### config.mk
export PLATFORM = sky130hd
export DESIGN_NAME = universal_shift_register_seq
export DESIGN_NICKNAME = d
export VERILOG_FILES = /design/src/rtl/universal_shift_register_seq.sv
export SDC_FILE = /design/constraint.sdc
export NUM_CORES = 1
export LEC_CHECK = 0
export ABC_AREA = 1
export BUFFER_PORTS_ARGS = -buffer_cell sky130_fd_sc_hd__buf_2
export CORE_MARGIN = 5
export CORE_UTILIZATION = 55
export DETAILED_ROUTE_END_ITERATION = 12
export GPL_ROUTABILITY_DRIVEN = 0
export PLACE_DENSITY = 0.82
export SLEW_MARGIN = 20
export SYNTH_ARGS = -nofsm -noshare
export SYNTH_HDL_FRONTEND = slang
export SYNTH_SLANG_ARGS = --single-unit
### constraint.sdc
create_clock -name clk_i -period 3.05 [get_ports clk_i]
set_input_delay 0.1525 -clock clk_i [delete_from_list [all_inputs] [get_ports clk_i]]
set_output_delay 0.1525 -clock clk_i [all_outputs]
set_load 0.005 [all_outputs]
### src/rtl/universal_shift_register_seq.sv
// universal_shift_register_seq: WIDTH-bit hold/shift/load register with an N-step shift sequencer.
// Optional feature macro: USR_ROTATE_EN adds the rot_i port for rotate instead of logical shifts.
module universal_shift_register_seq #(
    parameter int WIDTH = 8,
    parameter int CW    = $clog2(WIDTH) + 1
) (
    input  logic             clk_i,
    input  logic             rst_n_i,
    input  logic             enb_i,
    input  logic             c1_i,
    input  logic             c0_i,
    input  logic             start_i,
    input  logic [CW-1:0]    count_i,
    input  logic [WIDTH-1:0] par_in_i,
    input  logic             sli_i,
    input  logic             sri_i,
`ifdef USR_ROTATE_EN
    input  logic             rot_i,
`endif
    output logic [WIDTH-1:0] par_out_o,
    output logic             sor_o,
    output logic             sol_o,
    output logic             busy_o,
    output logic             done_o
);
    typedef enum logic {IDLE, RUN} state_t;

    state_t           state_q, state_d;
    logic [WIDTH-1:0] data_q, data_d;
    logic [CW-1:0]    cnt_q, cnt_d;
    logic             dir_q, dir_d;
    logic             done_q, done_d;
    logic             rot_cur;
    logic             seq_req;
    logic [WIDTH-1:0] shr, shl;

    assign seq_req = start_i && (c1_i ^ c0_i);

`ifdef USR_ROTATE_EN
    logic rot_q;
    assign rot_cur = (state_q == RUN) ? rot_q : rot_i;
    // rotate select is captured with an accepted sequence and held for its whole run
    always_ff @(posedge clk_i or negedge rst_n_i) begin
        if (!rst_n_i) rot_q <= 1'b0;
        else if (enb_i && state_q == IDLE && seq_req) rot_q <= rot_i;
    end
`else
    assign rot_cur = 1'b0;
`endif

    assign shr = {rot_cur ? data_q[0] : sri_i, data_q[WIDTH-1:1]};
    assign shl = {data_q[WIDTH-2:0], rot_cur ? data_q[WIDTH-1] : sli_i};

    // next state: legacy single-step modes in IDLE, autonomous counted shifts in RUN
    always_comb begin
        state_d = state_q;
        data_d  = data_q;
        cnt_d   = cnt_q;
        dir_d   = dir_q;
        done_d  = 1'b0;
        if (enb_i) begin
            if (state_q == RUN) begin
                data_d = dir_q ? shl : shr;
                cnt_d  = cnt_q - CW'(1);
                if (cnt_q == CW'(1)) begin
                    state_d = IDLE;
                    done_d  = 1'b1;
                end
            end else if (seq_req) begin
                if (count_i == '0) begin
                    done_d = 1'b1;
                end else begin
                    state_d = RUN;
                    cnt_d   = count_i;
                    dir_d   = c1_i;
                end
            end else begin
                data_d = c1_i ? (c0_i ? par_in_i : shl) : (c0_i ? shr : data_q);
            end
        end
    end

    // state registers; done is not gated by enable so its pulse always clears
    always_ff @(posedge clk_i or negedge rst_n_i) begin
        if (!rst_n_i) begin
            state_q <= IDLE;
            data_q  <= '0;
            cnt_q   <= '0;
            dir_q   <= 1'b0;
            done_q  <= 1'b0;
        end else begin
            state_q <= state_d;
            data_q  <= data_d;
            cnt_q   <= cnt_d;
            dir_q   <= dir_d;
            done_q  <= done_d;
        end
    end

    assign par_out_o = data_q;
    assign sor_o     = data_q[0];
    assign sol_o     = data_q[WIDTH-1];
    assign busy_o    = (state_q == RUN);
    assign done_o    = done_q;
endmodule

==> impl_metrics.toml <==
[global_route]
grt_overflow = 0
gr-usage-all-layers_pct = 17.0
grt_max_degree = 18
grt_pass1_wl_um = 4630
use_met3_pct = 5.48
grt_use_met2_pct = 28.5
grt.met1_usage_pct = 21.9
antenna_found_initial = 0
first_global_vias = 1077
top_usage_layer = "met2"

[setup_path]
cp.required_ns = 3.25
critical-path-max-stage-delay_ns = 0.43
cp-start-kind = "input port"
worstPathBufferInverterCount = 2
path_class = "input port to flip-flop"
worstPathArrival_ns = 1.55
crit_slowest_cell = "ha_1"
cp_max_fo = 10
cp_cell_sequence = "buf_2 -> clkinv_1 -> ha_1 -> nand2_1 -> a21oi_4 -> nand2_4 -> nor2_1 -> a21oi_1"
path_delay_family = "buffers and inverters"
worstSetupEndpointType = "flip-flop"

[routing]
first_pass_iters = 4
route.vias.total = 1259
routedWlPerCell_um = 10.9
routed_wl_um = 2800
drt_iter0_markers = 62
viasPerCell = 4.90
drc = 0
drtAntennaViolNets = 0

[power_and_ir_drop]
p_int_w = 0.000634
power.density_nw_per_um2 = 862
netSwitchingPower_w = 0.000626
peakVddDrop_mv = 0.481
power.clock.fraction_pct = 9.7
p_leak_nw = 0.822
seq_power_share_pct = 34.3
swShare_pct = 49.7
comb_power_share_pct = 56.0

[layout]
fin_util_pct = 65.4
area_growth_pct = 11.9
num-fill-cells = 247
drive_gt1_share_pct = 26.6
fin_nets = 253
mostFrequentLayoutCell = "nand2_1"
num_antenna_cells = 0
final_cells = 257
final_cell_mix = "nand2_1 (73), buf_2 (31), nor2_1 (30), inv_1 (22), dfrtp_1 (15)"

[cts]
cts_buffers = 3
clockBufferDepth = 2
clock_sinks = 15
tritoncts = "yes"
ctsResizeCount = 0
clk_latency_ns = 0.30
clk_root_buffer_cell = "clkbuf_4"
path_clk_slew_ns = 0.10
h-tree-depth = 1

[sta]
final.setup.tns_ns = 0
rsz0062_at_grt = "no"
worst_pin_slew_ns = 0.532
hold_violations = 0
post-route-min-period_ns = 1.36
whs_ns = 0.152
finClkSkew_ns = 0.00499
drv_slew = 0
slew_headroom_pct = 64.6
fin_crit_sh_pct = 44.5
setup_viol = 0
max_freq_mhz = 737

[yosys]
ys_types = 22
netlist_area_um2 = 1310
synth.net_count = 224
ys_ff_latch = 15
synthCells = 201
avgSynthCellArea_um2 = 6.50
yosysWarnings = 0
seq_area_frac_synth_pct = 28.7

[floorplan]
row_count = 17
die_w_um = 58.7
chipHeight_um = 58.7
ioPinCount = 32
core_area_um2 = 2230
die_area_um2 = 3450
start_util_pct = 58.5

[place]
dp_hpwl_um = 2130
io_buffers = 31
placedCellCount = 252

[status]
status = "finished clean"

[job]
cap_violations = 0

[hold_path]
hp-class = "input port to flip-flop"
flip-flops by register name (all words and copies together), names as in the netlist:
| signal | count |
|---|---|
| par_out_o | 8 |
| cnt_q | 4 |
| busy_o | 1 |
| dir_q | 1 |
| done_o | 1 |
worst paths after layout:
| path | depth (start not counted) | endpoint | from | slack, ns |
|---|---|---|---|---|
| worst min-delay path | 3 | cnt_q[1] | count_i[1] | 0.15 |
| worst max-delay path | 8 | cnt_q[0] | c1_i | 1.69 |
| worst min register to register | 2 | cnt_q[1] | cnt_q[1] | 0.50 |
| min in group asynchronous | 2 | cnt_q[0] | rst_n_i | 0.28 |
| worst max register to register | 5 | par_out_o[3] | dir_q | 1.83 |
| max in group asynchronous | 2 | dir_q | rst_n_i | 2.51 |
Yosys cell counts:
| master | count | area [um^2] |
|---|---|---|
| a21oi_1 | 3 | 15.0 |
| a21oi_2 | 8 | 70.1 |
| a21oi_4 | 1 | 16.3 |
| buf_2 | 1 | 5.00 |
| buf_4 | 4 | 30.0 |
| buf_6 | 4 | 45.0 |
| clkinv_1 | 1 | 3.75 |
| clkinv_4 | 1 | 8.76 |
| dfrtp_1 | 15 | 375 |
| ha_1 | 3 | 37.5 |
| inv_1 | 22 | 82.6 |
| inv_2 | 1 | 3.75 |
| inv_8 | 1 | 11.3 |
| nand2_1 | 73 | 274 |
| nand2_4 | 2 | 22.5 |
| nand3_1 | 14 | 70.1 |
| nand3_4 | 2 | 35.0 |
| nand4_1 | 1 | 6.26 |
| nor2_1 | 30 | 113 |
| nor2_2 | 9 | 56.3 |
| o21ai_0 | 3 | 15.0 |
| o21ai_1 | 2 | 10.0 |
routing by layer:
| metal | up-vias | routed length [um] | share of wire, % |
|---|---|---|---|
| met2 | 41 | 1330 | 47 |
| met1 | 550 | 1260 | 45 |
| li1 | 666 | - | - |
| met3 | 2 | 205 | 7.3 |
| met4 | 0 | 9 | 0.32 |
| met5 | - | 0 | 0 |
cell type report:
cell class	instances	area, um^2	share of cell area (%)
tap	28	35.0	2.40
inverter	26	110	7.53
clock buffer	3	22.5	1.54
sequential	15	375	25.7
clock inverter	1	5.00	0.342
multi-input combinational	151	741	50.7
timing repair buffer	33	173	11.8
logic make-up after synthesis:
group / after synthesis / share of synthesized area, %
buffers and inverters: 35 / 14.6
DFF: 15 / 28.7
and+or+nand+nor: 131 / 44.2
AOI/OAI and AO/OA: 17 / 9.67
adders and majority gates: 3 / 2.87
worst register-to-register path: stages (launching register included):
cell and delay, ns:
dfrtp_1 0.69, nand2_1 0.12, nand2_1 0.08, nor2_1 0.04
nor2_1 0.13, a21oi_2 0.07
power groups by stage:
stage	registers (W)	logic, W	clock network (W)
detailed placement	0.000432	0.000711	0
floorplan	0.000387	0.000628	0
global placement	0.000432	0.000699	0
CTS	0.000428	0.000713	0.000126
finish	0.000432	0.000706	0.000123
global route	0.000449	0.000816	0.000134
metrics by stage:
stage	worst slack, ns	total power (W)	instance area [um^2]
2_1_floorplan	1.61	0.00101	1310
3_3_place_gp	1.42	0.00113	1420
3_5_place_dp	1.38	0.00114	1420
4_1_cts	1.71	0.00127	1460
5_1_grt	1.58	0.00140	1460
6_report	1.69	0.00126	1460
timing repair:
item	in CTS	in global routing
hold buffers	1	0
buffers inserted	0	0
endpoints found under the hold margin	15	0
No activity file was read; power rests on OpenSTA's default activity.
